**src/rtl/proc_seq_pkg.sv**
```systemverilog
// proc_seq_pkg: shared definitions for the instruction sequencer.
//   - state_t: sequencer FSM states (ST_FAULT exists only when the
//     SEQ_WATCHDOG_EN macro is defined)
//   - opcode constants and instruction-word field helpers
//     (opcode [2:0], Rx [5:3], Ry [8:6])
package proc_seq_pkg;

  typedef enum logic [2:0] {
    ST_IDLE    = 3'd0,
    ST_FETCH_I = 3'd1,
    ST_LATCH_I = 3'd2,
    ST_LATCH_D = 3'd3,
    ST_ISSUE   = 3'd4,
    ST_EXEC    = 3'd5,
`ifdef SEQ_WATCHDOG_EN
    ST_HALTED  = 3'd6,
    ST_FAULT   = 3'd7
`else
    ST_HALTED  = 3'd6
`endif
  } state_t;

  localparam logic [2:0] OP_MV  = 3'b000;
  localparam logic [2:0] OP_MVI = 3'b001;
  localparam logic [2:0] OP_ADD = 3'b010;
  localparam logic [2:0] OP_SUB = 3'b011;

  function automatic logic [2:0] f_opcode(input logic [8:0] w);
    return w[2:0];
  endfunction

  function automatic logic [2:0] f_rx(input logic [8:0] w);
    return w[5:3];
  endfunction

  function automatic logic [2:0] f_ry(input logic [8:0] w);
    return w[8:6];
  endfunction

  // Any opcode with bit 2 set is treated as halt.
  function automatic logic f_is_halt(input logic [8:0] w);
    return w[2];
  endfunction

endpackage

```
**src/rtl/proc_sequencer_seq_watchdog.sv**
```systemverilog
// seq_watchdog: EXEC-cycle counter with expiry compare.
//   Clock  in  : clock, rising edge
//   Resetn in  : async active-low reset
//   clear  in  : restart the count (sequencer is about to enter EXEC)
//   tick   in  : one EXEC cycle elapsed without Done
//   expire out : this tick is the LIMIT-th consecutive one
// Only instantiated when SEQ_WATCHDOG_EN is defined.
module seq_watchdog #(
  parameter int LIMIT = 8
) (
  input  logic Clock,
  input  logic Resetn,
  input  logic clear,
  input  logic tick,
  output logic expire
);

  localparam int CW = $clog2(LIMIT + 1);
  localparam logic [CW-1:0] LAST = CW'(LIMIT - 1);

  logic [CW-1:0] cnt_q, cnt_d;

  // Expiry is flagged on the tick that would bring the count to LIMIT, so the
  // sequencer leaves EXEC right after exactly LIMIT idle cycles.
  assign expire = tick && (cnt_q == LAST);

  always_comb begin
    cnt_d = cnt_q;
    if (clear)
      cnt_d = '0;
    else if (tick && !expire)
      cnt_d = cnt_q + 1'b1;
  end

  always_ff @(posedge Clock or negedge Resetn) begin
    if (!Resetn) cnt_q <= '0;
    else         cnt_q <= cnt_d;
  end

endmodule

```
**src/rtl/proc_sequencer.sv**
```systemverilog
// proc_sequencer: fetches 9-bit instruction words (plus the immediate word
// for mvi) from a synchronous program ROM and hands them to the processor
// over DIN with a one-cycle Run pulse, then waits for Done.
//
// Optional feature macro: SEQ_WATCHDOG_EN (EXEC watchdog, FAULT state,
// Fault port).
//
// Ports:
//   Clock   in              : clock, rising edge
//   Resetn  in              : async active-low reset
//   Start   in              : start execution from IDLE / HALTED
//   Stop    in              : stop at the next instruction boundary
//   MemAddr out [ADDR_W-1:0]: ROM read address (combinational)
//   MemData in  [8:0]       : ROM data, one cycle after MemAddr
//   DIN     out [8:0]       : word presented to the processor
//   Run     out             : registered one-cycle instruction start
//   Done    in              : instruction complete strobe
//   PC      out [ADDR_W-1:0]: current instruction address
//   Busy    out             : not in IDLE or HALTED
//   Halted  out             : halt opcode reached
//   Fault   out             : watchdog expired (SEQ_WATCHDOG_EN only)
//
// state    | meaning
// ---------+------------------------------------------------------
// IDLE     | stopped, waiting for Start
// FETCH_I  | ROM address = PC
// LATCH_I  | capture instruction word, decode, address PC+1 for mvi
// LATCH_D  | capture mvi immediate word
// ISSUE    | Run high, DIN = instruction word
// EXEC     | DIN = immediate (mvi) or instruction, wait for Done
// HALTED   | halt word at PC, waiting for Start / Stop
// FAULT    | watchdog expired, left only by reset
module proc_sequencer
  import proc_seq_pkg::*;
#(
  parameter int ADDR_W      = 5,
  parameter int WDOG_CYCLES = 8
) (
  input  logic              Clock,
  input  logic              Resetn,
  input  logic              Start,
  input  logic              Stop,
  output logic [ADDR_W-1:0] MemAddr,
  input  logic [8:0]        MemData,
  output logic [8:0]        DIN,
  output logic              Run,
  input  logic              Done,
  output logic [ADDR_W-1:0] PC,
  output logic              Busy,
`ifdef SEQ_WATCHDOG_EN
  output logic              Fault,
`endif
  output logic              Halted
);

  localparam logic [ADDR_W-1:0] PC_ONE = ADDR_W'(1);
  localparam logic [ADDR_W-1:0] PC_TWO = ADDR_W'(2);

  state_t            state_q, state_d;
  logic [ADDR_W-1:0] pc_q, pc_d;
  logic [8:0]        ir_q, ir_d;
  logic [8:0]        imm_q, imm_d;
  logic              stop_q, stop_d;
  logic              run_q, run_d;

  logic [ADDR_W-1:0] mem_addr;
  logic [8:0]        din;
  logic              busy;
  logic              ir_is_mvi;

  assign busy      = (state_q != ST_IDLE) && (state_q != ST_HALTED);
  assign ir_is_mvi = (f_opcode(ir_q) == OP_MVI);

`ifdef SEQ_WATCHDOG_EN
  logic wd_clear, wd_tick, wd_expire;

  // EXEC is only ever entered from ISSUE.
  assign wd_clear = (state_q == ST_ISSUE);
  assign wd_tick  = (state_q == ST_EXEC) && !Done;

  seq_watchdog #(
    .LIMIT (WDOG_CYCLES)
  ) u_seq_watchdog (
    .Clock  (Clock),
    .Resetn (Resetn),
    .clear  (wd_clear),
    .tick   (wd_tick),
    .expire (wd_expire)
  );
`else
  logic wdog_unused;
  assign wdog_unused = (WDOG_CYCLES > 0);
`endif

  always_comb begin
    state_d  = state_q;
    pc_d     = pc_q;
    ir_d     = ir_q;
    imm_d    = imm_q;
    stop_d   = stop_q;
    mem_addr = '0;
    din      = '0;

    if (busy && Stop)
      stop_d = 1'b1;

    case (state_q)
      ST_IDLE: begin
        if (Start && !Stop)
          state_d = ST_FETCH_I;
      end

      ST_FETCH_I: begin
        mem_addr = pc_q;
        state_d  = ST_LATCH_I;
      end

      ST_LATCH_I: begin
        ir_d = MemData;
        if (f_is_halt(MemData)) begin
          state_d = ST_HALTED;
        end else if (f_opcode(MemData) == OP_MVI) begin
          mem_addr = pc_q + PC_ONE;
          state_d  = ST_LATCH_D;
        end else begin
          state_d = ST_ISSUE;
        end
      end

      ST_LATCH_D: begin
        imm_d   = MemData;
        state_d = ST_ISSUE;
      end

      ST_ISSUE: begin
        din     = ir_q;
        state_d = ST_EXEC;
      end

      ST_EXEC: begin
        din = ir_is_mvi ? imm_q : ir_q;
        if (Done) begin
          pc_d = pc_q + (ir_is_mvi ? PC_TWO : PC_ONE);
          // A Stop arriving together with Done still ends at this boundary.
          state_d = (stop_q || Stop) ? ST_IDLE : ST_FETCH_I;
        end
`ifdef SEQ_WATCHDOG_EN
        else if (wd_expire) begin
          state_d = ST_FAULT;
        end
`endif
      end

      ST_HALTED: begin
        if (Stop) begin
          state_d = ST_IDLE;
        end else if (Start) begin
          pc_d    = '0;
          state_d = ST_FETCH_I;
        end
      end

`ifdef SEQ_WATCHDOG_EN
      ST_FAULT: begin
        state_d = ST_FAULT;
      end
`endif

      default: begin
        state_d = ST_IDLE;
      end
    endcase

    if (state_d == ST_IDLE)
      stop_d = 1'b0;

    run_d = (state_d == ST_ISSUE);
  end

  always_ff @(posedge Clock or negedge Resetn) begin
    if (!Resetn) begin
      state_q <= ST_IDLE;
      pc_q    <= '0;
      ir_q    <= '0;
      imm_q   <= '0;
      stop_q  <= 1'b0;
      run_q   <= 1'b0;
    end else begin
      state_q <= state_d;
      pc_q    <= pc_d;
      ir_q    <= ir_d;
      imm_q   <= imm_d;
      stop_q  <= stop_d;
      run_q   <= run_d;
    end
  end

  assign MemAddr = mem_addr;
  assign DIN     = din;
  assign Run     = run_q;
  assign PC      = pc_q;
  assign Busy    = busy;
  assign Halted  = (state_q == ST_HALTED);
`ifdef SEQ_WATCHDOG_EN
  assign Fault   = (state_q == ST_FAULT);
`endif

endmodule
```
**config.mk**
```make
export PLATFORM = sky130hd
export DESIGN_NAME = proc_sequencer
export DESIGN_NICKNAME = d
export VERILOG_FILES = /design/src/rtl/proc_seq_pkg.sv /design/src/rtl/proc_sequencer_seq_watchdog.sv /design/src/rtl/proc_sequencer.sv
export SDC_FILE = /design/constraint.sdc
export NUM_CORES = 1
export LEC_CHECK = 0
export CAP_MARGIN = 20
export CORE_MARGIN = 2
export CORE_UTILIZATION = 50
export DETAILED_ROUTE_END_ITERATION = 16
export GPL_TIMING_DRIVEN = 0
export PLACE_DENSITY_LB_ADDON = 0.25
export SETUP_SLACK_MARGIN = 0.2
export SKIP_CTS_REPAIR_TIMING = 1
export SYNTH_ARGS = -nofsm -noshare
export SYNTH_HDL_FRONTEND = slang
export SYNTH_SLANG_ARGS = --single-unit
```
**constraint.sdc**
```tcl
create_clock -name Clock -period 4.2 [get_ports Clock]
set_input_delay 0.42 -clock Clock [delete_from_list [all_inputs] [get_ports Clock]]
set_output_delay 0.42 -clock Clock [all_outputs]
set_load 0.005 [all_outputs]
```
==> After elaboration in Yosys (flattened, before gate mapping) <==
Index checks and enable logic that the tools add are counted.
{ "word_totals": {"regBits": 28, "input_bits": 14, "output_inout_bits": 22, "elab_cells": 52} }
{ "classes": {"add_sub_neg": 2, "eq_ne": 13, "mux": 20, "n_reduce_logical": 11} }
{ "ops": {"columns": ["op", "n"], "rows": [
  ["two-way mux 5 bit", 5],
  ["case mux 3 bit (7 select lines)", 1],
  ["case mux 5 bit (2 select lines)", 2],
  ["two-way mux 3 bit", 6],
  ["case mux 9 bit (2 select lines)", 1],
  ["== test 3 bit (second input constant)", 4],
  ["== test 3 x 1 -> 1 bit (second input constant)", 3],
  ["two-way mux 9 bit", 1],
  ["== test 3 x 2 -> 1 bit (second input constant)", 2],
  ["logical NOT 3 bit", 2],
  ["!= test 2 bit (second input constant)", 3],
  ["adder 5 x 1 -> 5 bit (second input constant)", 1],
  ["adder 5 x 2 -> 5 bit", 1],
  ["AND reduction 4 bit", 1],
  ["nonzero test 2 bit", 2],
  ["logical AND 1 bit", 3],
  ["two-way mux 1 bit", 3],
  ["!= test 3 bit (second input constant)", 1],
  ["nonzero test 3 bit", 1],
  ["two-way mux 2 bit", 1],
  ["logical NOT 1 bit", 1],
  ["logical OR 1 bit", 1]
]} }

==> Longest topological paths before layout <==
Gate-level depths: netlist (run 1).
{ "depth": {"word_depth": 6, "mapped_depth": 8, "depth_no_buf": 8} }

==> Worst setup path before layout (run 1) <==
No wires, ideal clock.
{ "synth_timing": {"kind": "input to output", "from": "in MemData[1]", "to": "out MemAddr[3]", "t_arrival_ns": 1.468, "required_time_ns": 3.780, "slack_ns": 2.312, "path_stages": 5, "n_path_buf": 1, "path_cell_list": "or4b_1 > buf_2 > nor2_4 > nand4_1 > o21ai_1"} }
{ "synth_between": {"elab_chain_cells": 4} }
{ "synth_rtl": {"columns": ["element", "line", "source"], "rows": [
  ["start: declaration", "proc_sequencer.sv:44", "input logic [8:0] MemData,"],
  ["== test 3 x 1 -> 1 bit", "proc_sequencer.sv:122", "end else if (f_opcode(MemData) == OP_MVI) begin"],
  ["two-way mux 5 bit", "proc_sequencer.sv:122", null],
  ["two-way mux 5 bit", "proc_sequencer.sv:120", "if (f_is_halt(MemData)) begin"],
  ["case mux 5 bit (2 select lines)", "proc_sequencer.sv:107", "case (state_q)"],
  ["end: declaration", "proc_sequencer.sv:43", "output logic [ADDR_W-1:0] MemAddr,"]
]} }
No other way between the ends.

==> Worst setup path in the final report (run 1) <==
{ "layout_timing": {"from": "in MemData[1]", "to": "out MemAddr[4]"} }
Same word-level chain as after synthesis.

==> results of run 1 <==
==> area by class of cell <==
cell class / instances / area share, %
Buffer: 6 / 1.395
Clock buffer: 3 / 1.141
Clock inverter: 1 / 1.522
Inverter: 3 / 0.5707
Multi-Input combinational cell: 97 / 38.74
Sequential cell: 28 / 35.51
Tap cell: 31 / 1.966
Timing Repair Buffer: 36 / 19.15
==> worst max-delay path by stage <==
stage | endpoint | cells past startpoint | slack, ns
after detailed placement | MemAddr[4] | 7 | 1.26
after global routing | MemAddr[4] | 7 | 1.14
after global placement | MemAddr[3] | 7 | 1.31
after floorplan | MemAddr[3] | 5 | 2.31
after CTS | MemAddr[4] | 7 | 1.26
final | MemAddr[4] | 7 | 1.21
==> per-layer routing <==
| layer | vias up | GRT usage [%] | wire [um] |
|---|---|---|---|
| met5 | - | 0 | 0 |
| met2 | 35 | 35.24 | 1727 |
| met1 | 604 | 28.76 | 1493 |
| met4 | 0 | 8.766 | 55 |
| met3 | 8 | 3.297 | 135 |
| li1 | 566 | - | - |
==> cells by family (layout without fill, tap and decap cells) <==
| group | count (synthesis) | in the layout | synth area share, % |
|---|---|---|---|
| AND/OR/NAND/NOR | 42 | 42 | 15.97 |
| AO/OA/AOI/OAI | 29 | 29 | 15.06 |
| flip-flops | 28 | 28 | 46.59 |
| multiplexers | 19 | 19 | 14.23 |
| buffers and inverters | 9 | 49 | 2.579 |
| adder cells (fa/ha/maj) | 4 | 4 | 3.827 |
| XOR/XNOR | 3 | 3 | 1.747 |
==> cell usage in the layout, fill, tap and decap left out, types with 2 or more instances in the layout <==
cell type	netlist	final
buf_2	4	4
and2_1	3	3
nand4_1	3	3
clkbuf_4	0	3
a22o_1	11	11
nand2_1	9	9
nor2b_1	5	5
xor2_1	3	3
inv_1	3	3
mux2_2	19	19
dfrtp_1	28	28
o21ai_0	4	4
a21o_1	2	2
clkdlybuf4s50_1	0	35
o21ai_1	4	4
nand3_1	2	2
clkbuf_1	2	2
a311oi_1	2	2
ha_1	3	3
nor2_1	7	7
nor2_2	2	2
nand2b_1	4	4
==> through the flow <==
step / cells / total power (uW) / util [%] / hold WS, ns
after floorplan: 134 / 834.7 / - / 0.1244
after global placement: 200 / 1044 / 67.48 / 0.4860
after detailed placement: 201 / 1078 / 68.47 / 0.4952
after CTS: 205 / 1261 / 70.34 / 0.4480
after global routing: 205 / 1338 / 70.34 / 0.4709
final: 205 / 1255 / 70.34 / 0.4364
==> flip-flops by register name, indices dropped and copies added (netlist names) <==
name and flops:
ir_q 9, Run 1, imm_q 9, stop_q 1
PC 5, state_q 3
==> power by group <==
group / switching, uW / internal, uW
sequential: 101 / 392
combinational: 248 / 337
clock: 80.9 / 96.6
==> metrics.txt, run 1 <==
CP Max Fanout 6; Worst Hold Class input pin to async pin; unrepaired setup endpoints after global routing false; Clock Sinks 28; CP Buf/Inv Count 3; CTS H-tree lvls 1; r2r setup slk 2.39 ns; Relative slew margins 61.38%; Yosys reg bits 28; pin count of the biggest net entering global routing 20; synth cell count leaders dfrtp_1, mux2_2, a22o_1, nand2_1, nor2_1; total iterations of the first detailed-routing run 10; Power Dens Cells 636.2 nW/um^2; first-pass GRT wire length 5.699 mm; Pins Over Slew Limit 0; routed vias 1213; die area 3463 sq um; Mean Syn Cell Area 11.22 sq um; crit path DAT 2.57 ns; DRC Markers 1; Pleak 0.0008340 uW; n_diodes 0; Synth-to-Final Area Change 31.20%; share of cells above drive strength 1 19.54%; drt wl/cell 16.64 um; Netlist cell types 34; Die X 58.85 um; netlist area before placement 1504 sq um; initial antenna violation count 0; CP max stage cell clkdlybuf4s50_1; CTS max path bufs 2; final period utilization 71.24%; gpl congestion 0.9482; Ys Warns 0; Post-synth EDFFs 0; Final min period 2.992 ns; DR vias/cell 5.917; TritonCTS clock tree done; clk_lat worst skew 0.33 ns; CP delay by family, top buffers and inverters; most frequent cell after synthesis dfrtp_1; Post-DRT Antenna Nets 0; # IOs 36; violated checks DRC; Crit. End Element output pin; # fillers 220; First DRT Iteration DRCs 66; R2R cell count 7; Clock Pin Slew Worst Setup and Hold Paths 0.15 ns; final hold viol count 0; Worst Skew 0.003433 ns; syn nets 152; HPWL after detailed placement 2.488 mm; area share of the largest cell type after synthesis 46.59%; worst setup margin 1.208 ns; main flop type after synthesis dfrtp_1; peak supply drop 0.0003595 V; Syn Inst Count 134; cell chain of the critical path clkdlybuf4s50_1, or4b_1, buf_2, a311oi_1, o21ai_1, o21ai_1, clkdlybuf4s50_1; fraction of registers with async set/reset 100.0%; MaxCap Viol Count 0; fmax 334.2 MHz; Worst Max-Slew Pin Slew 0.5775 ns; # setup viols final 0; CTS root buf clkbuf_4; outcome finished with violations; gr usage total 21.58%; Final TNS setup 0 ns; vias in the first global route 1226; Critical Path Source Type input pin; Worst setup startpoint MemData[1]; Initial Util 53.61%; largest cells by area after synthesis dfrtp_1, mux2_2, a22o_1, ha_1, nand2_1; worst path required time 3.78 ns; R2R Path Start ir_q[2]$_DFFE_PN0N_; Nets 193; pre-CTS WS 1.264 ns; Critical Path Max Stage Delay 0.52 ns; post-place instance area 1921 sq um; Final Cell Area 1973 sq um; r2r endpoint PC[2]$_DFFE_PN0P_; Port Buf Inserts 35; kind of critical path input pin to output pin; cell taking the most area after synthesis dfrtp_1; Post-Route WL 3.411 mm; Seq/Total Area, Yosys 46.59%; grt total ovfl 0; Rows 19; core area 2805 sq um; CTS buffer count 3; Die Y 58.85 um; flip-flop and latch area 700.7 sq um; Multi-input gate area 764.5 sq um
Power figures use the tool's default switching activity.
==> run 2: changes to the inputs <==
--- a/config.mk
+++ b/config.mk
@@ -7,7 +7,7 @@
 export LEC_CHECK = 0
 export CAP_MARGIN = 20
 export CORE_MARGIN = 2
-export CORE_UTILIZATION = 50
+export CORE_UTILIZATION = 49
 export DETAILED_ROUTE_END_ITERATION = 16
 export GPL_TIMING_DRIVEN = 0
 export PLACE_DENSITY_LB_ADDON = 0.25
==> constraint.sdc (replaced) <==
create_clock -name Clock -period 3.12 [get_ports Clock]
set_input_delay 0.312 -clock Clock [delete_from_list [all_inputs] [get_ports Clock]]
set_output_delay 0.312 -clock Clock [all_outputs]
set_load 0.005 [all_outputs]
==> metrics.txt, run 2 (synthesis results as in run 1) <==
cell-internal power 1057 uW (+28%); HPWL after detailed placement 2.452 mm (-1.5%); register share of total power 40.5% (+1.2 points); kind of critical path input pin to output pin; commonest non-fill, non-tap cells in the layout clkdlybuf4s50_1, dfrtp_1, mux2_2; CTS H-tree lvls 1 (unchanged); Relative slew margins 54.59% (-6.8 points); First DRT Iteration DRCs 53 (-20%); worst setup margin 0.4129 ns (-0.7953 ns); DRC Markers 0 (-1); Sw Pwr 573.2 uW (+33%); commonest non-fill, non-tap cell in the layout clkdlybuf4s50_1; Pins Over Slew Limit 0 (unchanged); # IOs 36 (unchanged); crit path DAT 2.40 ns (-0.17 ns); Critical Path Max Stage Delay 0.51 ns (about the same); gpl congestion 0.8576 (-9.6%); vias in the first global route 1255 (+2.4%); gr usage total 20.36% (-1.2 points); final hold viol count 0 (unchanged); unrepaired setup endpoints after global routing false; R2R Path Start ir_q[2]$_DFFE_PN0N_; Nets 193 (unchanged); Final min period 2.707 ns; Pleak 0.0008271 uW (-0.83%); pin count of the biggest net entering global routing 17 (-15%); Critical Path Source Type input pin; CP Max Fanout 6 (unchanged); Die X 59.40 um (+0.94%); # setup viols final 0 (unchanged); Die Y 59.40 um (+0.94%); first-pass GRT wire length 5.471 mm (-4.0%); Worst Hold Class input pin to async pin; Power Dens Cells 832.0 nW/um^2 (+31%); peak supply drop 0.0004128 V (+15%); drt wl/cell 15.82 um (-4.9%); initial antenna violation count 0 (unchanged); Worst Max-Slew Pin Slew 0.6791 ns (+0.1015 ns); clock share of power 10.9% (-3.2 points); TritonCTS clock tree done; Clock Sinks 28 (unchanged); CTS buffer count 3 (unchanged); Crit. End Element output pin; Initial Util 50.50% (-3.1 points); die area 3528 sq um (+1.9%); cell chain of the critical path clkdlybuf4s50_1, or4b_1, buf_2, nor2_4, nand4_1, o21ai_1, clkdlybuf4s50_1; MaxCap Viol Count 0 (unchanged); Port Buf Inserts 35 (unchanged); worst path required time 2.81 ns (-0.97 ns); Post-DRT Antenna Nets 0 (unchanged); clk_lat worst skew 0.32 ns (about the same); routed vias 1200 (-1.1%); CP max stage cell clkdlybuf4s50_1; CTS max path bufs 2 (unchanged); Rows 20 (+1); Clock Pin Slew Worst Setup and Hold Paths 0.15 ns (about the same); share of cells above drive strength 1 19.54% (unchanged); combinational group share of total power 48.6% (+2.0 points); CTS root buf clkbuf_4; Worst setup startpoint MemData[1]; Synth-to-Final Area Change 30.28%; outcome finished clean; cell count after placement 203 (+1.0%); grt total ovfl 0 (unchanged); Sw Ratio 35.16% (+0.95 points); Final TNS setup 0 ns (unchanged); final period utilization 86.77%; Post-Route WL 3.275 mm (-4.0%); most frequent CP cell clkdlybuf4s50_1; pre-CTS WS 0.3980 ns (-0.8655 ns); Non-Filler Instances 207 (+0.98%); n_diodes 0 (unchanged); Power, Total 1630 uW (+30%); DR vias/cell 5.797 (-2.0%); total iterations of the first detailed-routing run 4 (-6); Worst Skew 0.001775 ns (-0.001659 ns); core area 2978 sq um (+6.2%); fmax 369.4 MHz
run 2: cell types whose count changed in the layout (fill, tap and decap cells not counted), sizes merged:
| cell | delta |
|---|---|
| bufinv | -1 |
| clkbuf | +1 |
run 2: power groups by stage:
| stage | logic (uW) | clock network [uW] | registers, uW |
|---|---|---|---|
| after floorplan | 491 | 0 | 633 |
| after global placement | 752 | 0 | 653 |
| final | 792 | 178 | 661 |
| after CTS | 797 | 184 | 661 |
| after global routing | 866 | 195 | 683 |
| after detailed placement | 790 | 0 | 670 |
run 2: through the flow:
step	cell area (sq um)	utilization [%]	hold slack [ns]
after floorplan	1504	-	0.01641
after global placement	1896	63.66	0.4868
after detailed placement	1923	64.58	0.4940
after CTS	1959	65.80	0.3966
after global routing	1959	65.80	0.4379
final	1959	65.80	0.3786
run 2: final timing paths:
check                                       endpoint  slack (ns)  depth (start not counted)
worst max-delay path                      MemAddr[3]        0.41                          7
worst min-delay path            imm_q[2]$_DFFE_PN0N_        0.38                          1
worst max register to register     PC[4]$_DFFE_PN0P_        1.25                          7
worst min register to register  imm_q[7]$_DFFE_PN0N_        0.52                          1
max in group asynchronous       imm_q[8]$_DFFE_PN0N_        2.24                          2
min in group Clock              imm_q[7]$_DFFE_PN0N_        0.52                          1
run 2: layout make-up:
| type | instances | area (sq um) |
|---|---|---|
| clock buffer | 4 | 36.28 |
| timing repair buffer | 36 | 377.9 |
| buffer | 6 | 27.53 |
| multi-input combinational | 97 | 764.5 |
| inverter | 3 | 11.26 |
| fill | 238 | 1018 |
| sequential | 28 | 700.7 |
| tap | 33 | 41.29 |
run 2: worst max-delay path, delay by kind of cell:
family	cells	cell delay, ns
buffers and inverters	3	1.15
AND/OR/NAND/NOR	3	0.79
AO/OA/AOI/OAI	1	0.13
run 2: per-layer routing:
metal  vias to the layer above  global-route usage [%]  wire, um
met5                         -                       0         0
met4                         0                   6.169        46
met2                        38                   37.21      1676
met1                       586                   24.62      1424
met3                        10                   2.620       127
li1                        566                       -         -
